$ cat config.mk
export PLATFORM = sky130hd
export DESIGN_NAME = mem_arbiter_rr_flat
export DESIGN_NICKNAME = d
export VERILOG_FILES = /design/src/rtl/mem_arbiter_rr_if.sv /design/src/rtl/mem_arbiter_rr.sv /design/src/flat_wrapper.sv
export SDC_FILE = /design/constraint.sdc
export NUM_CORES = 1
export LEC_CHECK = 0
export ABC_AREA = 1
export CAP_MARGIN = 10
export CORE_AREA = 3 3 708 710
export CTS_BUF_LIST = sky130_fd_sc_hd__clkbuf_2 sky130_fd_sc_hd__clkbuf_4 sky130_fd_sc_hd__clkbuf_8
export CTS_CLUSTER_SIZE = 10
export DETAILED_ROUTE_END_ITERATION = 12
export DIE_AREA = 0 0 711 713
export SKIP_LAST_GASP = 1
export SLEW_MARGIN = 20
export SYNTH_ARGS = -nofsm -noshare
export SYNTH_HDL_FRONTEND = slang
export SYNTH_SLANG_ARGS = --single-unit
$ cat constraint.sdc
create_clock -name clk -period 3.8 [get_ports clk]
set_input_delay 0.76 -clock clk [delete_from_list [all_inputs] [get_ports clk]]
set_output_delay 0.76 -clock clk [all_outputs]
set_load 0.01 [all_outputs]
$ cat src/rtl/mem_arbiter_rr_if.sv
// mem_arbiter_rr_if: four-channel valid/ready memory bus with one handshake lane per master.
interface mem_arbiter_rr_if #(
  parameter int ADDR_WIDTH = 64,
  parameter int DATA_WIDTH = 64,
  parameter int RESP_WIDTH = 2,
  parameter int N = 1
);
  logic [N-1:0] r_request_valid, r_request_ready;
  logic [N-1:0][ADDR_WIDTH-1:0] r_request_raddr;
  logic [N-1:0] r_reply_valid, r_reply_ready;
  logic [DATA_WIDTH-1:0] r_reply_rdata;
  logic [RESP_WIDTH-1:0] r_reply_rresp;
  logic [N-1:0] w_request_valid, w_request_ready;
  logic [N-1:0][ADDR_WIDTH-1:0] w_request_waddr;
  logic [N-1:0][DATA_WIDTH-1:0] w_request_wdata;
  logic [N-1:0][DATA_WIDTH/8-1:0] w_request_wmask;
  logic [N-1:0] w_reply_valid, w_reply_ready;
  logic [RESP_WIDTH-1:0] w_reply_bresp;
  modport master (
    output r_request_valid, r_request_raddr, r_reply_ready,
           w_request_valid, w_request_waddr, w_request_wdata, w_request_wmask, w_reply_ready,
    input  r_request_ready, r_reply_valid, r_reply_rdata, r_reply_rresp,
           w_request_ready, w_reply_valid, w_reply_bresp
  );
  modport slave (
    input  r_request_valid, r_request_raddr, r_reply_ready,
           w_request_valid, w_request_waddr, w_request_wdata, w_request_wmask, w_reply_ready,
    output r_request_ready, r_reply_valid, r_reply_rdata, r_reply_rresp,
           w_request_ready, w_reply_valid, w_reply_bresp
  );
endinterface

$ cat src/rtl/mem_arbiter_rr.sv
// mem_arbiter_rr: N-to-1 memory arbiter, independent round-robin read/write paths with reply-routing ID FIFOs.
module mem_arbiter_rr_path #(
  parameter int N = 4,
  parameter int DEPTH = 4
) (
  input  logic                 clk,
  input  logic                 rst,
  input  logic [N-1:0]         req_valid,
  output logic [N-1:0]         req_ready,
  output logic [$clog2(N)-1:0] grant,
  output logic                 s_req_valid,
  input  logic                 s_req_ready,
  output logic [N-1:0]         rep_valid,
  input  logic [N-1:0]         rep_ready,
  input  logic                 s_rep_valid,
  output logic                 s_rep_ready
);
  localparam int IW = $clog2(N);
  localparam int PW = $clog2(DEPTH);
  logic [IW-1:0] rr_ptr, lock_idx, head;
  logic [IW-1:0] fifo [DEPTH];
  logic [PW-1:0] wr_ptr, rd_ptr;
  logic [PW:0] count;
  logic lock, full, empty, push, pop;
  // scanning downward lets the lowest offset from rr_ptr win
  always_comb begin
    grant = rr_ptr;
    for (int i = N - 1; i >= 0; i--) begin
      logic [IW-1:0] idx;
      idx = IW'((int'(rr_ptr) + i) % N);
      grant = req_valid[idx] ? idx : grant;
    end
    grant = lock ? lock_idx : grant;
  end
  assign full = count == (PW+1)'(DEPTH);
  assign empty = count == '0;
  assign head = fifo[rd_ptr];
  assign s_req_valid = !rst && !full && req_valid[grant];
  assign req_ready = (!rst && !full && s_req_ready) ? N'(1) << grant : '0;
  assign rep_valid = (!rst && !empty && s_rep_valid) ? N'(1) << head : '0;
  assign s_rep_ready = !rst && !empty && rep_ready[head];
  assign push = s_req_valid && s_req_ready;
  assign pop = s_rep_valid && s_rep_ready;
  always_ff @(posedge clk) begin
    if (rst) begin
      rr_ptr <= '0;
      lock <= 1'b0;
      lock_idx <= '0;
      wr_ptr <= '0;
      rd_ptr <= '0;
      count <= '0;
    end else begin
      if (push) begin
        fifo[wr_ptr] <= grant;
        wr_ptr <= wr_ptr + 1'b1;
        rr_ptr <= IW'((int'(grant) + 1) % N);
        lock <= 1'b0;
      end else if (s_req_valid) begin
        lock <= 1'b1;
        lock_idx <= grant;
      end
      if (pop) rd_ptr <= rd_ptr + 1'b1;
      count <= count + (PW+1)'(push) - (PW+1)'(pop);
    end
  end
endmodule

module mem_arbiter_rr #(
  parameter int ADDR_WIDTH = 64,
  parameter int DATA_WIDTH = 64,
  parameter int RESP_WIDTH = 2,
  parameter int N = 4,
  parameter int DEPTH = 4
) (
  input logic clk,
  input logic rst,
  mem_arbiter_rr_if.slave m,
  mem_arbiter_rr_if.master s
);
  logic [$clog2(N)-1:0] r_grant, w_grant;
  logic [ADDR_WIDTH-1:0] r_addr, w_addr;
  logic [DATA_WIDTH-1:0] w_data, rdata;
  logic [DATA_WIDTH/8-1:0] w_mask;
  logic [RESP_WIDTH-1:0] rresp, bresp;
  mem_arbiter_rr_path #(.N(N), .DEPTH(DEPTH)) r_path (
    .clk(clk), .rst(rst),
    .req_valid(m.r_request_valid), .req_ready(m.r_request_ready), .grant(r_grant),
    .s_req_valid(s.r_request_valid[0]), .s_req_ready(s.r_request_ready[0]),
    .rep_valid(m.r_reply_valid), .rep_ready(m.r_reply_ready),
    .s_rep_valid(s.r_reply_valid[0]), .s_rep_ready(s.r_reply_ready[0])
  );
  mem_arbiter_rr_path #(.N(N), .DEPTH(DEPTH)) w_path (
    .clk(clk), .rst(rst),
    .req_valid(m.w_request_valid), .req_ready(m.w_request_ready), .grant(w_grant),
    .s_req_valid(s.w_request_valid[0]), .s_req_ready(s.w_request_ready[0]),
    .rep_valid(m.w_reply_valid), .rep_ready(m.w_reply_ready),
    .s_rep_valid(s.w_reply_valid[0]), .s_rep_ready(s.w_reply_ready[0])
  );
  assign r_addr = m.r_request_raddr[r_grant];
  assign w_addr = m.w_request_waddr[w_grant];
  assign w_data = m.w_request_wdata[w_grant];
  assign w_mask = m.w_request_wmask[w_grant];
  assign s.r_request_raddr[0] = r_addr;
  assign s.w_request_waddr[0] = w_addr;
  assign s.w_request_wdata[0] = w_data;
  assign s.w_request_wmask[0] = w_mask;
  assign rdata = s.r_reply_rdata;
  assign rresp = s.r_reply_rresp;
  assign bresp = s.w_reply_bresp;
  assign m.r_reply_rdata = rdata;
  assign m.r_reply_rresp = rresp;
  assign m.w_reply_bresp = bresp;
endmodule
$ cat src/flat_wrapper.sv
// flat-port wrapper written by rule: the top's interface ports become plain ports
module mem_arbiter_rr_flat 
#(
  parameter int ADDR_WIDTH = 64,
  parameter int DATA_WIDTH = 64,
  parameter int RESP_WIDTH = 2,
  parameter int N = 4,
  parameter int DEPTH = 4
)
  (clk, rst, m_r_request_valid, m_r_request_raddr, m_r_reply_ready, m_w_request_valid, m_w_request_waddr, m_w_request_wdata, m_w_request_wmask, m_w_reply_ready, m_r_request_ready, m_r_reply_valid, m_r_reply_rdata, m_r_reply_rresp, m_w_request_ready, m_w_reply_valid, m_w_reply_bresp, s_r_request_valid, s_r_request_raddr, s_r_reply_ready, s_w_request_valid, s_w_request_waddr, s_w_request_wdata, s_w_request_wmask, s_w_reply_ready, s_r_request_ready, s_r_reply_valid, s_r_reply_rdata, s_r_reply_rresp, s_w_request_ready, s_w_reply_valid, s_w_reply_bresp);
  mem_arbiter_rr_if #(.ADDR_WIDTH(ADDR_WIDTH), .DATA_WIDTH(DATA_WIDTH), .RESP_WIDTH(RESP_WIDTH), .N(N)) m_i ();
  mem_arbiter_rr_if #(.ADDR_WIDTH(ADDR_WIDTH), .DATA_WIDTH(DATA_WIDTH), .RESP_WIDTH(RESP_WIDTH), .N(N)) s_i ();
  input logic clk;
  input logic rst;
  input wire logic [$bits(m_i.r_request_valid)-1:0] m_r_request_valid;
  input wire logic [$bits(m_i.r_request_raddr)-1:0] m_r_request_raddr;
  input wire logic [$bits(m_i.r_reply_ready)-1:0] m_r_reply_ready;
  input wire logic [$bits(m_i.w_request_valid)-1:0] m_w_request_valid;
  input wire logic [$bits(m_i.w_request_waddr)-1:0] m_w_request_waddr;
  input wire logic [$bits(m_i.w_request_wdata)-1:0] m_w_request_wdata;
  input wire logic [$bits(m_i.w_request_wmask)-1:0] m_w_request_wmask;
  input wire logic [$bits(m_i.w_reply_ready)-1:0] m_w_reply_ready;
  output wire logic [$bits(m_i.r_request_ready)-1:0] m_r_request_ready;
  output wire logic [$bits(m_i.r_reply_valid)-1:0] m_r_reply_valid;
  output wire logic [$bits(m_i.r_reply_rdata)-1:0] m_r_reply_rdata;
  output wire logic [$bits(m_i.r_reply_rresp)-1:0] m_r_reply_rresp;
  output wire logic [$bits(m_i.w_request_ready)-1:0] m_w_request_ready;
  output wire logic [$bits(m_i.w_reply_valid)-1:0] m_w_reply_valid;
  output wire logic [$bits(m_i.w_reply_bresp)-1:0] m_w_reply_bresp;
  output wire logic [$bits(s_i.r_request_valid)-1:0] s_r_request_valid;
  output wire logic [$bits(s_i.r_request_raddr)-1:0] s_r_request_raddr;
  output wire logic [$bits(s_i.r_reply_ready)-1:0] s_r_reply_ready;
  output wire logic [$bits(s_i.w_request_valid)-1:0] s_w_request_valid;
  output wire logic [$bits(s_i.w_request_waddr)-1:0] s_w_request_waddr;
  output wire logic [$bits(s_i.w_request_wdata)-1:0] s_w_request_wdata;
  output wire logic [$bits(s_i.w_request_wmask)-1:0] s_w_request_wmask;
  output wire logic [$bits(s_i.w_reply_ready)-1:0] s_w_reply_ready;
  input wire logic [$bits(s_i.r_request_ready)-1:0] s_r_request_ready;
  input wire logic [$bits(s_i.r_reply_valid)-1:0] s_r_reply_valid;
  input wire logic [$bits(s_i.r_reply_rdata)-1:0] s_r_reply_rdata;
  input wire logic [$bits(s_i.r_reply_rresp)-1:0] s_r_reply_rresp;
  input wire logic [$bits(s_i.w_request_ready)-1:0] s_w_request_ready;
  input wire logic [$bits(s_i.w_reply_valid)-1:0] s_w_reply_valid;
  input wire logic [$bits(s_i.w_reply_bresp)-1:0] s_w_reply_bresp;
  assign m_i.r_request_valid = m_r_request_valid;
  assign m_i.r_request_raddr = m_r_request_raddr;
  assign m_i.r_reply_ready = m_r_reply_ready;
  assign m_i.w_request_valid = m_w_request_valid;
  assign m_i.w_request_waddr = m_w_request_waddr;
  assign m_i.w_request_wdata = m_w_request_wdata;
  assign m_i.w_request_wmask = m_w_request_wmask;
  assign m_i.w_reply_ready = m_w_reply_ready;
  assign m_r_request_ready = m_i.r_request_ready;
  assign m_r_reply_valid = m_i.r_reply_valid;
  assign m_r_reply_rdata = m_i.r_reply_rdata;
  assign m_r_reply_rresp = m_i.r_reply_rresp;
  assign m_w_request_ready = m_i.w_request_ready;
  assign m_w_reply_valid = m_i.w_reply_valid;
  assign m_w_reply_bresp = m_i.w_reply_bresp;
  assign s_r_request_valid = s_i.r_request_valid;
  assign s_r_request_raddr = s_i.r_request_raddr;
  assign s_r_reply_ready = s_i.r_reply_ready;
  assign s_w_request_valid = s_i.w_request_valid;
  assign s_w_request_waddr = s_i.w_request_waddr;
  assign s_w_request_wdata = s_i.w_request_wdata;
  assign s_w_request_wmask = s_i.w_request_wmask;
  assign s_w_reply_ready = s_i.w_reply_ready;
  assign s_i.r_request_ready = s_r_request_ready;
  assign s_i.r_reply_valid = s_r_reply_valid;
  assign s_i.r_reply_rdata = s_r_reply_rdata;
  assign s_i.r_reply_rresp = s_r_reply_rresp;
  assign s_i.w_request_ready = s_w_request_ready;
  assign s_i.w_reply_valid = s_w_reply_valid;
  assign s_i.w_reply_bresp = s_w_reply_bresp;
  mem_arbiter_rr #(.ADDR_WIDTH(ADDR_WIDTH), .DATA_WIDTH(DATA_WIDTH), .RESP_WIDTH(RESP_WIDTH), .N(N), .DEPTH(DEPTH)) u_core (.clk(clk), .rst(rst), .m(m_i), .s(s_i));
endmodule
==> results.ini <==
[outcome]
status=finished with violations
violations=negative setup slack

[sta]
fin_worst_skew_ps=16.27
worstMarginPinSlew_ps=723.3
rsz0062_at_grt=true
tns_ps=-3220
fin_crit_ps=3938
finalHoldViolCount=0
drv_slew=0
finalWorstSetupSlack_ps=-138.2
fin_crit_sh_pct=103.6
whs_ps=481.7
setup_viol=66
fmax_mhz=253.9
maxSlewHeadroom_pct=51.49

[setup_path]
crit_arrival_ps=3180
crit_path_max_fanout=23
crit_chain=buf_4 -> inv_4 -> o21ai_4 -> nand2_1 -> nand2_2 -> inv_2 -> nand2_2 -> nand2_2 -> nand2_1 -> nand2_1 -> nand2_2 -> nand2_8 -> buf_4 -> buf_12 -> clkinv_16 -> buf_4 -> o21ai_0 -> buf_4 -> o22ai_1 -> buf_12
slowest_stage=buf_4
cp-start-kind=primary input
worstSetupPathType=primary input to primary output
cp_num_buf_inv=9
cp-startpoint=m_w_request_valid[3]
max_stage_delay_ps=280
r2r_slack_ps=340
path_depth=20
cpLargestDelayFamily=buffers and inverters
crit_path_end=s_w_request_wdata[42]
timing.rr.end=u_core.w_path.count[2]$_SDFF_PP0_
required_ps=3040
r2r-start=u_core.w_path.rr_ptr[0]$_SDFFE_PP0P_
rr_worst_depth=27
endpoint_kind=primary output

[power_and_ir_drop]
p_leak_nw=13.37
power_density_mw_per_mm2=1283
peakVddDrop_mv=1.308
finalPower_mw=48.37

[place]
hpwl_mm=229.8
port_buffers=1041
dpl_worst_slack_ps=-908.0
place_area_mm2=0.03341
gp_congestion=0.8902
placedCellCount=10020

[cells_and_area]
fillerInstances=58250
design_area_mm2=0.03770
fin_util_pct=7.593
stdcell_count=10160
drive_gt1_share_pct=28.66
area_growth_pct=177.1
final_net_count=4395

[drt]
vias_per_cell=2.009
vias=20410
detail-route-antenna-nets=0
first_iter_violations=1345
routed_wl_mm=252.3
remaining_drc_errors=0
wl_per_cell_um=24.84
dr.pass1.iters=5

[synth]
ys.warnings.count=612
syn_area_per_cell_um2=6.127
yosysTopAreaCell=buf_4
postSynthCellCount=2220
synth_top_area_share_pct=39.08
ys_seq_area_share_pct=7.653
yosys_register_bits=44
syn-cell-area_mm2=0.01360
yosysUniqueCellTypes=34
ys_top_cells_by_area=buf_4 39%, nor2_1 12%, o21ai_0 9.2%

[job]
maxCapViolCount=0

[global_routing]
grt_max_degree=29
grt_use_total_pct=9.424
grt_first_pass_wirelength_mm=289.2
grt_pass1_vias=18500
antenna_found_initial=196
grt_overflow=0

[cts]
postCtsHoldBufs=0
clk_latency_ps=370
clockRootBuffer=clkbuf_8
cts_sinks=44
htreeDepth=2
cts.path.max_buffers=2
clk_pin_slew_ps=120
cts_tree=built
cts_made_buffers=5

[die]
rows=259
fp.dieArea_mm2=0.5069
die_w_um=711
num_io_pins=1802
start_util_pct=2.740
fp.dieH_um=713
placeableCoreArea_mm2=0.4965

[hold_path]
hp-class=flop to flop

==> cell usage in the layout (no fill, tap or decap), types with 6 or more instances in the layout <==
cell / netlist / final
clkdlybuf4s50_1: 0 / 817
conb_1: 1 / 612
nor2_1: 428 / 358
buf_4: 708 / 271
buf_12: 0 / 249
o21ai_1: 162 / 189
o21ai_0: 250 / 144
o22ai_2: 0 / 86
o22ai_1: 200 / 84
nand2_1: 112 / 70
inv_1: 72 / 58
o21ai_2: 0 / 58
nor2_2: 0 / 54
buf_6: 23 / 51
buf_16: 0 / 36
nand2_2: 3 / 33
diode_2: 0 / 31
nand3_1: 37 / 31
o22ai_4: 0 / 30
dfxtp_1: 28 / 24
a21oi_1: 21 / 21
o21ai_4: 0 / 21
ha_1: 20 / 20
nor2_4: 0 / 16
edfxtp_1: 16 / 16
nand2_4: 6 / 15
inv_2: 5 / 14
buf_8: 0 / 10
nand3_2: 5 / 9
nor3_1: 8 / 8
dlygate4sd2_1: 0 / 7
nand4_1: 6 / 6
bufbuf_16: 0 / 6
==> power breakdown <==
part	switching [mW]	total, mW	internal [mW]	leakage [nW]
logic	25.7	47.1	21.4	12.9
clock network	0.235	0.506	0.271	0.0690
registers	0.0988	0.733	0.634	0.377
==> tightest hold or removal path, stage by stage (launching register included) <==
cell	delay (ps)
dfxtp_1	320
inv_1	50
a21oi_1	80
==> flip-flops by register name, indices dropped and copies added, names as in the netlist, named ones only <==
signal / count
u_core.r_path.fifo: 8
u_core.w_path.fifo: 8
u_core.r_path.count: 3
u_core.w_path.count: 3
u_core.r_path.lock_idx: 2
u_core.r_path.rd_ptr: 2
u_core.r_path.rr_ptr: 2
u_core.r_path.wr_ptr: 2
u_core.w_path.lock_idx: 2
u_core.w_path.rd_ptr: 2
u_core.w_path.rr_ptr: 2
u_core.w_path.wr_ptr: 2
u_core.r_path.lock: 1
u_core.w_path.lock: 1
==> metal layers <==
layer  track usage (%)  vias up  part of all wire (%)
met2             16.53     1780                    48
met3             4.595      391                    12
met1             10.24     9496                    37
met5            0.1885        -                  0.19
li1                  -     8690                     -
met4             1.822       54                   3.2
==> worst min path at each step <==
stage	from	endpoint	slack (ps)	depth (start not counted)
after floorplan	u_core.w_path.rd_ptr[1]$_SDFFE_PP0P_	flop	440	2
after global placement	u_core.r_path.rd_ptr[0]$_SDFFE_PP0P_	flop	460	1
after detailed placement	u_core.w_path.rd_ptr[0]$_SDFFE_PP0P_	flop	470	1
after CTS	u_core.w_path.rd_ptr[1]$_SDFFE_PP0P_	u_core.w_path.rd_ptr[1]$_SDFFE_PP0P_	490	2
after global routing	u_core.r_path.rd_ptr[0]$_SDFFE_PP0P_	flop	520	1
final	u_core.w_path.rd_ptr[1]$_SDFFE_PP0P_	flop	480	2
==> kinds of logic (layout without fill, tap and decap cells) <==
kind of cell / Yosys count / count (layout) / share of synthesized area [%]
buffers and inverters: 901 / 1542 / 46.39
AOI/OAI and AO/OA: 642 / 642 / 25.69
and+or+nand+nor: 608 / 608 / 17.97
DFF: 44 / 44 / 7.653
adders and majority gates: 22 / 22 / 2.134
xor gates and xnor gates: 2 / 2 / 0.1288
other: 1 / 643 / 0.02757
==> synthesized netlist by cell type, drive strengths merged <==
cell and number:
ha 20, nor2b 2, a21oi 23, nor3 8, o22ai 200, nor2 428, edfxtp 16, clkbuf 14
nand4 6, o21ai 412, a32oi 1, nand2 121, dfxtp 28, nand3 42, and2 1, fa 2
a31oi 2, clkinv 2, o31ai 2, buf 807, inv 78, a21boi 2, conb 1, xor2 2
==> layout make-up <==
type | instances | area [µm²] | share of cell area [%]
repair buffers | 1454 | 17280 | 45.83
clock buffers | 6 | 76.32 | 0.2025
inverters | 80 | 357.8 | 0.9493
flip-flops and latches | 44 | 1056 | 2.801
clock inverters | 2 | 60.06 | 0.1593
diodes | 31 | 77.57 | 0.2058
well taps | 6655 | 8327 | 22.09
multi-input cells | 1886 | 10460 | 27.76
==> repair_timing <==
action | CTS | global route
pin swaps | 94 | 65
buffers inserted | 75 | 20
gates cloned | 30 | 3
resized for setup | 506 | 226
endpoints found under the setup margin | 216 | 210
Note: power is estimated with default switching activity, not from simulation.
